==> src/rtl/wb_stage.sv <==
// Write-back stage: captures retiring instructions, waits for load data, formats it,
// and drives the register-file write port plus pending-load and retire-count status.
module wb_stage #(
    parameter int unsigned RETIRE_W = 32
) (
    input  logic                clk,
    input  logic                rst,
    input  logic                in_valid,
    output logic                in_ready,
    input  logic                in_regwrite,
    input  logic [4:0]          in_rd,
    input  logic [1:0]          in_wb_sel,
    input  logic [31:0]         in_alu,
    input  logic [31:0]         in_pc4,
    input  logic [31:0]         in_imm,
    input  logic [2:0]          in_ld_type,
    input  logic [1:0]          in_addr_lo,
    input  logic                dmem_rvalid,
    input  logic [31:0]         dmem_rdata,
    output logic                RFWr,
    output logic [31:0]         wR,
    output logic [31:0]         wD,
    output logic                load_busy,
    output logic [4:0]          load_rd,
    output logic [RETIRE_W-1:0] retired
);

    typedef enum logic [1:0] {EMPTY, WAIT_LOAD, COMMIT} state_t;

    state_t      state;
    logic        regwrite_q;
    logic [4:0]  rd_q;
    logic [2:0]  ld_type_q;
    logic [1:0]  addr_lo_q;
    logic        accept;
    logic [31:0] sel_data;
    logic [31:0] ld_data;
    logic [7:0]  ld_byte;
    logic [15:0] ld_half;

    assign in_ready = (state == EMPTY) || (state == COMMIT);
    assign accept   = in_valid && in_ready;

    always_comb begin
        case (addr_lo_q)
            2'd0:    ld_byte = dmem_rdata[7:0];
            2'd1:    ld_byte = dmem_rdata[15:8];
            2'd2:    ld_byte = dmem_rdata[23:16];
            default: ld_byte = dmem_rdata[31:24];
        endcase
        ld_half = addr_lo_q[1] ? dmem_rdata[31:16] : dmem_rdata[15:0];
        case (ld_type_q)
            3'b000:  ld_data = {{24{ld_byte[7]}}, ld_byte};
            3'b001:  ld_data = {{16{ld_half[15]}}, ld_half};
            3'b100:  ld_data = {24'b0, ld_byte};
            3'b101:  ld_data = {16'b0, ld_half};
            default: ld_data = dmem_rdata;
        endcase
    end

    always_comb begin
        case (in_wb_sel)
            2'd2:    sel_data = in_pc4;
            2'd3:    sel_data = in_imm;
            default: sel_data = in_alu;
        endcase
    end

    // Outputs are registered alongside the state, so RFWr/wR/wD are set on entry to COMMIT.
    always_ff @(posedge clk) begin
        if (rst) begin
            state      <= EMPTY;
            regwrite_q <= 1'b0;
            rd_q       <= '0;
            ld_type_q  <= '0;
            addr_lo_q  <= '0;
            RFWr       <= 1'b0;
            wR         <= '0;
            wD         <= '0;
            load_busy  <= 1'b0;
            load_rd    <= '0;
            retired    <= '0;
        end else begin
            RFWr      <= 1'b0;
            load_busy <= 1'b0;
            load_rd   <= '0;
            if (state == COMMIT)
                retired <= retired + RETIRE_W'(1);
            case (state)
                EMPTY, COMMIT: begin
                    if (accept) begin
                        regwrite_q <= in_regwrite;
                        rd_q       <= in_rd;
                        ld_type_q  <= in_ld_type;
                        addr_lo_q  <= in_addr_lo;
                        if (in_wb_sel == 2'd1) begin
                            state     <= WAIT_LOAD;
                            load_busy <= 1'b1;
                            load_rd   <= in_rd;
                        end else begin
                            state <= COMMIT;
                            RFWr  <= in_regwrite && (in_rd != 5'd0);
                            wR    <= {27'b0, in_rd};
                            wD    <= sel_data;
                        end
                    end else begin
                        state <= EMPTY;
                    end
                end
                WAIT_LOAD: begin
                    if (dmem_rvalid) begin
                        state <= COMMIT;
                        RFWr  <= regwrite_q && (rd_q != 5'd0);
                        wR    <= {27'b0, rd_q};
                        wD    <= ld_data;
                    end else begin
                        load_busy <= 1'b1;
                        load_rd   <= rd_q;
                    end
                end
                default: state <= EMPTY;
            endcase
        end
    end

endmodule

==> config.mk <==
export PLATFORM = sky130hd
export DESIGN_NAME = wb_stage
export DESIGN_NICKNAME = d
export VERILOG_FILES = /design/src/rtl/wb_stage.sv
export SDC_FILE = /design/constraint.sdc
export NUM_CORES = 1
export LEC_CHECK = 0
export BUFFER_PORTS_ARGS = -buffer_cell sky130_fd_sc_hd__clkbuf_2
export CORE_MARGIN = 2
export CORE_UTILIZATION = 30
export DETAILED_ROUTE_END_ITERATION = 7
export MAX_ROUTING_LAYER = met4
export PLACE_DENSITY = 0.52
export SLEW_MARGIN = 20
export SYNTH_ARGS = -nofsm -noshare
export SYNTH_HDL_FRONTEND = slang
export SYNTH_SLANG_ARGS = --single-unit
==> constraint.sdc <==
create_clock -name clk -period 4.45 [get_ports clk]
set_clock_uncertainty 0.15 [all_clocks]
set_input_delay 0 -clock clk [delete_from_list [all_inputs] [get_ports clk]]
set_output_delay 0 -clock clk [all_outputs]
set_load 0.05 [all_outputs]
==> flow_metrics.env, run 1 <==
export IMPL_status="finished, violations left"
export IMPL_violations="hold timing"
export IMPL_grt_overflow=0
export IMPL_grt_pass1_wl_mm=27.4
export IMPL_ys_warn_count=0
export IMPL_fmax_mhz=272
export IMPL_synth_mux_area_frac=0.103
export IMPL_finalHoldViolations=1
export IMPL_initial_core_util=0.306
export IMPL_io_buffers=221
export IMPL_cp_max_fo=28
export IMPL_max_stage_delay_ps=990
export IMPL_syn2layout_area_growth_pct=43.1
export IMPL_synthTopCellsByArea="dfxtp_1, mux2i_1, a21oi_1, nor2_1, nand2_1"
export IMPL_synth_top_family_by_area="simple AND/OR/NAND/NOR gates"
export IMPL_tns_ps=0
export IMPL_place_congestion=0.848
export IMPL_synth_simple_gate_area_share=0.223
export IMPL_finalCritPeriodShare=0.826
export IMPL_intPower_uw=1440
export IMPL_ant_nets=0
export IMPL_synthFlopType="dfxtp_1"
export IMPL_clk_pin_slew_ps=60
export IMPL_min_path_type="primary input to register"
export IMPL_hold_depth=5
export IMPL_p_comb_frac=0.259
export IMPL_arrival_ps=3760
export IMPL_dr_first_iter_drc_count=322
export IMPL_core_area_um2=16500
export IMPL_syn_area_um2=5060
export IMPL_io_pins=249
export IMPL_die_y_um=134
export IMPL_layout_commonest_cell="clkbuf_2"
export IMPL_p_total_uw=2160
export IMPL_switching_share=0.336
export IMPL_yosysTopAreaCellShare=0.352
export IMPL_cp_top_family="buffers and inverters"
export IMPL_min_period_ps=3680
export IMPL_wl_per_cell_um=15.3
export IMPL_worstSetupPathType="register to register"
export IMPL_post_synth_inst_count=664
export IMPL_reg2reg_depth=6
export IMPL_yosys_area_share_adder=0.00247
export IMPL_rrSetupSlack_ps=770
export IMPL_first_global_vias=5407
export IMPL_synth_top_cell_by_area="dfxtp_1"
export IMPL_r2r_end="wD[1]"
export IMPL_postCtsSetupBuffers=0
export IMPL_leakage_uw=0.00328
export IMPL_cts_path_max_buffers=2
export IMPL_clk_latency_ps=350
export IMPL_tightest_slew_ps=1020
export IMPL_numClockSinks=89
export IMPL_p_switching_uw=725
export IMPL_finalWirelength_mm=17.7
export IMPL_dp_cells=1063
export IMPL_drv_slew=0
export IMPL_cap_violations=0
export IMPL_root_buffer="clkbuf_16"
export IMPL_hpwlAfterDp_mm=12.8
export IMPL_setup_viol=0
export IMPL_syn_avg_cell_area_um2=7.61
export IMPL_synth_compound_area_share=0.188
export IMPL_required_ps=4540
export IMPL_fp_row_count=47
export IMPL_async_flop_share=0
export IMPL_slew_headroom=0.320
export IMPL_seq_area_frac_synth=0.352
export IMPL_cp_slowest_cell="dfxtp_1"
export IMPL_antenna_found_initial=0
export IMPL_crit_chain="clkinv_1, nand2_1, a21oi_1, a2111oi_0, o31ai_1, dlygate4sd3_1"
export IMPL_grt_usage=0.198
export IMPL_worstHoldStart="in_alu[0]"
export IMPL_synthDistinctLibCells=48
export IMPL_reg2reg_from="ld_type_q[1]"
export IMPL_cp_start_kind="register"
export IMPL_grt_start_max_net_pins=65
export IMPL_dieWidth_um=134
export IMPL_cp_depth=6
export IMPL_synth_xor_area_share=0.0485
export IMPL_power_density_nw_per_um2=299
export IMPL_path_buf_inv=2
export IMPL_rsz0062_at_grt="false"
export IMPL_max_vdd_ir_drop_mv=0.183
export IMPL_dieArea_um2=17900
export IMPL_drtPass1Iterations=6
export IMPL_vias=5498
export IMPL_post_cts_resize_count=0
export IMPL_synth_edff_count=0
export IMPL_drc=0
export IMPL_cts_tree="built"
export IMPL_final_cells=1154
export IMPL_htree_levels=3
export IMPL_end_kind="register"
export IMPL_num_antenna_cells=0
export IMPL_p_clk_frac=0.337
export IMPL_hold_end="wD[0]"
export IMPL_nets=1075
export IMPL_viasPerCell=4.76
export IMPL_p_seq_frac=0.404
export IMPL_hold_ws_ps=-12.0
export IMPL_numCtsBuffers=9
export IMPL_layout_common_cells="clkbuf_2, nor2_1, nand2_1"
export IMPL_drive_gt1_frac=0.277
export IMPL_ys_ff_latch=89
worst max-delay path by stage:
stage / startpoint / end / slack, ps
floorplan: retired[16] / retired[31] / 1910
global placement: ld_type_q[1] / wD[1] / 1410
detailed placement: ld_type_q[1] / wD[1] / 1370
CTS: ld_type_q[1] / wD[1] / 790
global route: ld_type_q[1] / wD[5] / 450
finish: ld_type_q[1] / wD[1] / 770
cell type report:
| class | instances | area (um2) |
|---|---|---|
| fillers | 1727 | 9290 |
| multi-input cells | 520 | 2970 |
| repair buffers | 302 | 1900 |
| clock buffers | 12 | 246 |
| flip-flops and latches | 89 | 1780 |
| inverters | 7 | 26.3 |
| clock inverters | 4 | 28.8 |
| well taps | 220 | 275 |
stage by stage:
step / instance area (um2) / worst slack (ps) / utilization / hold slack [ps]
finish: 7230 / 773 / 0.438 / -12.0
global placement: 6200 / 1410 / 0.375 / 84.0
floorplan: 5150 / 1910 / - / -14.0
CTS: 7220 / 792 / 0.437 / 0.748
detailed placement: 6200 / 1370 / 0.375 / 90.4
global route: 7230 / 446 / 0.438 / 47.8
routing by layer:
layer,GRT usage,part of all wire,vias to the layer above
li1,-,-,2802
met1,0.235,0.45,2488
met2,0.332,0.47,188
met3,0.0438,0.064,20
met4,0.0674,0.017,0
met5,-,0,-
state kept, by name, summed over array words and instances (netlist names):
| register | count |
|---|---|
| RFWr | 1 |
| regwrite_q | 1 |
| addr_lo_q | 2 |
| ld_type_q | 3 |
| state | 2 |
| rd_q | 5 |
| wD | 32 |
| load_busy | 1 |
| load_rd | 5 |
| wR | 5 |
| retired | 32 |
power groups by stage:
| stage | clock (uW) | sequential, uW | combinational [uW] |
|---|---|---|---|
| finish | 728 | 872 | 560 |
| CTS | 747 | 871 | 561 |
| global route | 776 | 877 | 605 |
| global placement | 0 | 889 | 494 |
| floorplan | 0 | 991 | 250 |
| detailed placement | 0 | 890 | 494 |
cells in the mapped netlist, types with 7 or more instances:
cell and count:
nor2_1 96, nand2_1 90, dfxtp_1 89, a21oi_1 83, mux2i_1 42, clkbuf_1 40, buf_4 29, o31ai_1 23
xnor2_1 21, o21ai_0 20, nand3_1 17, nor3_1 10, o22ai_1 8, a2111oi_0 7, mux2_2 7, nor4_1 7
xor2_1 7
logic make-up (layout without fill, tap and decap cells):
logic type               count (synthesis)  count (layout)
multiplexers                            50              50
XOR/XNOR                                28              28
other                                    1              27
AO/OA/AOI/OAI                          160             160
flip-flops                              89              89
adder cells (fa/ha/maj)                  1               1
buffers and inverters                   81             325
AND/OR/NAND/NOR                        254             254
repair_timing:
item / 4_1_cts / 5_1_grt
setup endpoints to repair: 0 / 0
hold buffers: 74 / 0
endpoints found under the hold margin: 56 / 0
worst register-to-register path: stages, from the launching register on:
cell and delay, ps:
dfxtp_1 990, clkinv_1 700, nand2_1 470, a21oi_1 80
a2111oi_0 480, o31ai_1 130, dlygate4sd3_1 570
(Power assumes the default switching activity.)
==> run 2, diff against run 1 <==
==> constraint.sdc (replaced) <==
create_clock -name clk -period 3.7 [get_ports clk]
set_clock_uncertainty 0.15 [all_clocks]
set_input_delay 0 -clock clk [delete_from_list [all_inputs] [get_ports clk]]
set_output_delay 0 -clock clk [all_outputs]
set_load 0.05 [all_outputs]
==> run 2 against run 1 <==
The run now ends clean. First-iteration DRC count down 15%. Count of clock-buffer cells in the layout down 1. Routed wire length down 1.1%. Maximum frequency up 19%. Setup slack worse by 170 ps. Combinational power up 21%. Final cell count about the same. Via count up 0.33%. Critical path type unchanged. Critical endpoint is now wD[31]. Largest power group unchanged.
==> flow_metrics.env, run 2 (synthesized netlist as in run 1, its figures left out) <==
export IMPL_status="completed"
export IMPL_clk_pin_slew_ps=70
export IMPL_cts_path_max_buffers=2
export IMPL_min_path_type="primary input to register"
export IMPL_setup_viol=0
export IMPL_dieWidth_um=134
export IMPL_grt_pass1_wl_mm=27.3
export IMPL_viasPerCell=4.78
export IMPL_finalWirelength_mm=17.5
export IMPL_cts_tree="built"
export IMPL_die_y_um=134
export IMPL_reg2reg_depth=7
export IMPL_worstHoldStart="in_alu[14]"
export IMPL_initial_core_util=0.306
export IMPL_cts_hold_buffers_added=77
export IMPL_dp_slack_ps=1140
export IMPL_core_area_um2=16500
export IMPL_htree_levels=3
export IMPL_drive_gt1_frac=0.277
export IMPL_drtPass1Iterations=4
export IMPL_post_cts_resize_count=0
export IMPL_hold_ws_ps=3.58
export IMPL_top_regs="retired: 32 flops, wD: 32 flops"
export IMPL_crit_chain="mux2i_1, or4b_2, o211ai_1, buf_4, a21oi_1, o31ai_1, dlygate4sd3_1"
export IMPL_ant_nets=0
export IMPL_dieArea_um2=17900
export IMPL_drc=0
export IMPL_grt_usage=0.198
export IMPL_layout_common_cells="clkbuf_2, nor2_1, nand2_1"
export IMPL_power_density_nw_per_um2=357
export IMPL_tightest_slew_ps=1090
export IMPL_numCtsBuffers=9
export IMPL_place_congestion=0.829
export IMPL_cp_top_family="buffers and inverters"
export IMPL_vias=5516
export IMPL_cp_max_fo=19
export IMPL_rsz0062_at_grt="false"
export IMPL_dr_first_iter_drc_count=274
export IMPL_path_buf_inv=2
export IMPL_arrival_ps=3240
export IMPL_required_ps=3850
export IMPL_root_buffer="clkbuf_16"
export IMPL_tns_ps=0
export IMPL_worstSetupPathType="register to register"
export IMPL_r2r_end="wD[31]"
export IMPL_wl_per_cell_um=15.1
export IMPL_antenna_found_initial=0
export IMPL_grt_overflow=0
export IMPL_max_stage_delay_ps=810
export IMPL_cp_start_kind="register"
export IMPL_numClockSinks=89
export IMPL_postCtsSetupBuffers=0
export IMPL_hold_depth=5
export IMPL_io_pins=249
export IMPL_drv_slew=0
export IMPL_num_antenna_cells=0
export IMPL_rrSetupSlack_ps=600
export IMPL_reg2reg_from="addr_lo_q[1]"
export IMPL_layout_setup_ws_ps=605
export IMPL_nets=1078
export IMPL_finalCritPeriodShare=0.837
export IMPL_leakage_uw=0.00330
export IMPL_syn2layout_area_growth_pct=43.4
export IMPL_fp_row_count=47
export IMPL_clk_latency_ps=350
export IMPL_fmax_mhz=323
export IMPL_hold_end="wD[14]"
export IMPL_cp_slowest_cell="dfxtp_1"
export IMPL_end_kind="register"
export IMPL_place_area_um2=6210
export IMPL_grt_start_max_net_pins=65
export IMPL_hpwlAfterDp_mm=12.9
export IMPL_min_period_ps=3100
export IMPL_layout_commonest_cell="clkbuf_2"
export IMPL_slew_headroom=0.276
export IMPL_cap_violations=0
export IMPL_finalHoldViolations=0
export IMPL_fillers=1744
export IMPL_io_buffers=221
export IMPL_final_area_um2=7250
export IMPL_first_global_vias=5336
export IMPL_max_vdd_ir_drop_mv=0.223
export IMPL_post_route_util=0.439
-- run 2: changes by cell type in the layout (fill, tap and decap cells not counted), sizes merged --
cell,previous run,this run
clkbuf,233,232
clkinvlp,2,1
dlygate4sd3,74,77
-- run 2: stage by stage --
step | total power (uW) | cells
5_1_grt | 2700 | 1155
2_1_floorplan | 1490 | 690
3_5_place_dp | 1670 | 1064
6_report | 2590 | 1155
4_1_cts | 2610 | 1155
3_3_place_gp | 1660 | 1064
-- run 2: how the worst max path moves through the flow --
stage	startpoint	endpoint	slack, ps	depth (start not counted)
final	addr_lo_q[1]	wD[31]	600	7
after global routing	addr_lo_q[1]	wD[29]	390	7
after CTS	ld_type_q[1]	wD[5]	590	6
after detailed placement	ld_type_q[1]	wD[5]	1140	5
after global placement	addr_lo_q[1]	wD[20]	1210	6
after floorplan	retired[16]	retired[31]	1160	6
-- run 2: layer usage --
metal / up-vias / track usage / wire length, um
li1: 2809 / - / -
met4: 0 / 0.0833 / 429
met5: - / - / 0
met1: 2495 / 0.239 / 7690
met3: 27 / 0.0420 / 1180
met2: 185 / 0.321 / 8170
-- run 2: cell type report --
type                       count  area [um2]  share of cell area
inverter                       7        26.3             0.00362
multi-input combinational    520        2970               0.409
sequential                    89        1780               0.246
timing repair buffer         305        1930               0.266
tap                          220         275              0.0380
clock buffer                  11         253              0.0349
clock inverter                 3        17.5             0.00242
-- run 2: worst min-delay path: stages --
cell      delay (ps)
clkbuf_2          70
o21ai_0           60
a21oi_1          120
mux2i_1           90
o22ai_1          120
-- run 2: power breakdown --
part | leakage, uW | switching (uW) | internal [uW] | total [uW]
registers | 0.000727 | 38.6 | 1010 | 1050
clock network | 0.000133 | 382 | 482 | 864
logic | 0.00244 | 432 | 247 | 680
==> run 3, diff against run 2 <==
--- a/config.mk
+++ b/config.mk
@@ -5,12 +5,13 @@
 export SDC_FILE = /design/constraint.sdc
 export NUM_CORES = 1
 export LEC_CHECK = 0
+export ABC_AREA = 1
 export BUFFER_PORTS_ARGS = -buffer_cell sky130_fd_sc_hd__clkbuf_2
 export CORE_MARGIN = 2
 export CORE_UTILIZATION = 30
 export DETAILED_ROUTE_END_ITERATION = 7
 export MAX_ROUTING_LAYER = met4
-export PLACE_DENSITY = 0.52
+export PLACE_DENSITY = 0.53
 export SLEW_MARGIN = 20
 export SYNTH_ARGS = -nofsm -noshare
 export SYNTH_HDL_FRONTEND = slang
==> constraint.sdc (replaced) <==
create_clock -name clk -period 2.6 [get_ports clk]
set_clock_uncertainty 0.15 [all_clocks]
set_input_delay 0 -clock clk [delete_from_list [all_inputs] [get_ports clk]]
set_output_delay 0 -clock clk [all_outputs]
set_load 0.05 [all_outputs]
==> run 3 against run 2 <==
Maximum frequency rose by 27%. Setup slack got worse by 430 ps. Flip-flop and latch count did not move. First-iteration DRC count rose by 32%. Sequential share of layout area fell by 3.1 points. Via count rose by 29%. Critical endpoint is now wD[11]. Area after synthesis rose by 13%. Total power rose by 63%. Routed wire length rose by 22%.
==> flow_metrics.env, run 3 <==
export IMPL_dp_cells=1378
export IMPL_p_comb_frac=0.276
export IMPL_antenna_found_initial=0
export IMPL_fillers=2008
export IMPL_reg2reg_depth=8
export IMPL_io_buffers=221
export IMPL_dieWidth_um=142
export IMPL_drv_slew=0
export IMPL_top_regs="retired: 32 flops, wD: 32 flops"
export IMPL_synth_top_cell_by_area="dfxtp_1"
export IMPL_num_antenna_cells=0
export IMPL_numCtsBuffers=9
export IMPL_layout_common_cells="nand2_1, clkbuf_2, nor2_1"
export IMPL_post_route_util=0.446
export IMPL_drc=0
export IMPL_fp_row_count=50
export IMPL_finalCritPeriodShare=0.934
export IMPL_p_seq_frac=0.355
export IMPL_ys_ff_latch=89
export IMPL_required_ps=2740
export IMPL_first_global_vias=6895
export IMPL_switching_share=0.330
export IMPL_async_flop_share=0
export IMPL_finalWirelength_mm=21.2
export IMPL_use_met1=0.273
export IMPL_intPower_uw=2820
export IMPL_worstSetupPathType="register to register"
export IMPL_slew_headroom=0.604
export IMPL_min_path_type="primary input to register"
export IMPL_ys_warn_count=0
export IMPL_grt_usage=0.218
export IMPL_tightest_slew_ps=593
export IMPL_final_cells=1499
export IMPL_clk_pin_slew_ps=60
export IMPL_clk_latency_ps=350
export IMPL_drive_gt1_frac=0.216
export IMPL_gr_usage_met3=0.0300
export IMPL_cp_startpoint="state[1]"
export IMPL_post_synth_inst_count=956
export IMPL_use_met2=0.368
export IMPL_io_pins=249
export IMPL_cp_start_kind="register"
export IMPL_arrival_ps=2570
export IMPL_min_period_ps=2430
export IMPL_htree_levels=3
export IMPL_synthDistinctLibCells=37
export IMPL_syn2layout_area_growth_pct=46.0
export IMPL_seq_area_frac_synth=0.313
export IMPL_cts_path_max_buffers=2
export IMPL_regArea_um2=1780
export IMPL_reg2reg_from="state[1]"
export IMPL_rsz0062_at_grt="true"
export IMPL_p_switching_uw=1390
export IMPL_grt_start_max_net_pins=58
export IMPL_setup_viol=0
export IMPL_layout_commonest_cell="nand2_1"
export IMPL_power_density_nw_per_um2=507
export IMPL_yosysMostFrequentCell="nand2_1"
export IMPL_root_buffer="clkbuf_16"
export IMPL_nets=1406
export IMPL_grt_overflow=0
export IMPL_hpwlAfterDp_mm=16.0
export IMPL_synthFlopType="dfxtp_1"
export IMPL_grt_pass1_wl_mm=34.1
export IMPL_dr_first_iter_drc_count=362
export IMPL_multiInputGateArea_um2=3360
export IMPL_syn_area_um2=5690
export IMPL_grt_busiest_layer="met2"
export IMPL_rrSetupSlack_ps=170
export IMPL_crit_path_end="wD[11]"
export IMPL_leakage_uw=0.00388
export IMPL_status="completed"
export IMPL_syn_avg_cell_area_um2=5.95
export IMPL_core_area_um2=18600
export IMPL_vias=7119
export IMPL_yosysTopAreaCellShare=0.313
export IMPL_cp_max_fo=57
export IMPL_max_vdd_ir_drop_mv=0.333
export IMPL_hold_ws_ps=2.98
export IMPL_finalHoldViolations=0
export IMPL_ant_nets=0
export IMPL_die_y_um=142
export IMPL_numClockSinks=89
export IMPL_viasPerCell=4.75
export IMPL_cap_violations=0
export IMPL_synth_edff_count=0
export IMPL_r2r_end="wD[11]"
export IMPL_synth_commonest_cells="nand2_1, nor2_1, a21oi_1"
export IMPL_place_congestion=0.872
export IMPL_synthTopCellsByArea="dfxtp_1, nand2_1, a21oi_1, nor2_1, o21ai_0"
export IMPL_cts_tree="built"
export IMPL_drtPass1Iterations=8
export IMPL_p_clk_frac=0.369
export IMPL_end_kind="register"
export IMPL_tns_ps=0
export IMPL_postCtsSetupBuffers=0
export IMPL_initial_core_util=0.305
export IMPL_fmax_mhz=412
export IMPL_dieArea_um2=20100
export IMPL_wl_per_cell_um=14.2
run 3: stage by stage:
stage          worst slack, ps  power [uW]  instance area (um2)
6_report                   171        4220                 8310
2_1_floorplan              653        2230                 5790
5_1_grt                 0.0331        4410                 8310
3_3_place_gp               689        2520                 6890
4_1_cts                    121        4240                 8290
3_5_place_dp               667        2520                 6890
run 3: cell type report:
| cell class | instances | area share |
|---|---|---|
| Sequential cell | 89 | 0.215 |
| Timing Repair Buffer | 341 | 0.275 |
| Inverter | 63 | 0.0286 |
| Multi-Input combinational cell | 756 | 0.404 |
| Clock buffer | 10 | 0.0288 |
| Clock inverter | 6 | 0.0139 |
| Tap cell | 234 | 0.0352 |
run 3: critical path: stages, from the launching register on:
cell and delay, ps:
dfxtp_1 340, inv_1 70, nand2_2 310, nor2_2 110, a21oi_4 150, clkbuf_8 340, o21ai_0 150, a21oi_1 150
dlygate4sd3_1 560
run 3: worst min path at each step:
stage	endpoint	slack (ps)	depth (start not counted)	start
global placement	regwrite_q	130	3	in_regwrite
CTS	wD[3]	8	5	in_pc4[3]
detailed placement	regwrite_q	130	3	in_regwrite
floorplan	load_rd[0]	-10	2	in_rd[0]
finish	wD[3]	3	5	in_pc4[3]
global route	wD[3]	80	5	in_pc4[3]
run 3: logic make-up (layout without fill, tap and decap cells):
kind of cell,Yosys count,after routing,share of synthesized area
xor+xnor,3,3,0.00462
compound gates,187,187,0.172
other cells,1,27,0.000659
simple gates,538,538,0.393
fa+ha+maj,1,1,0.00220
flops,89,89,0.313
buf+inv,137,420,0.115
run 3: what timing repair did:
action,CTS,global route
setup endpoints to repair,0,16
hold buffers,105,0
hold endpoints to repair,67,0
resized for setup,0,5
run 3: power by group through the flow:
stage                     sequential, uW  combinational [uW]  clock (uW)
after floorplan                     1730                 501           0
after global placement              1530                 988           0
after detailed placement            1520                 991           0
after CTS                           1500                1160        1590
after global routing                1510                1260        1650
final                               1500                1160        1560
run 3: routing by layer:
metal / share of wire / routed length (um)
met5: 0 / 0
met1: 0.46 / 9750
met2: 0.48 / 10100
met3: 0.042 / 891
met4: 0.021 / 441
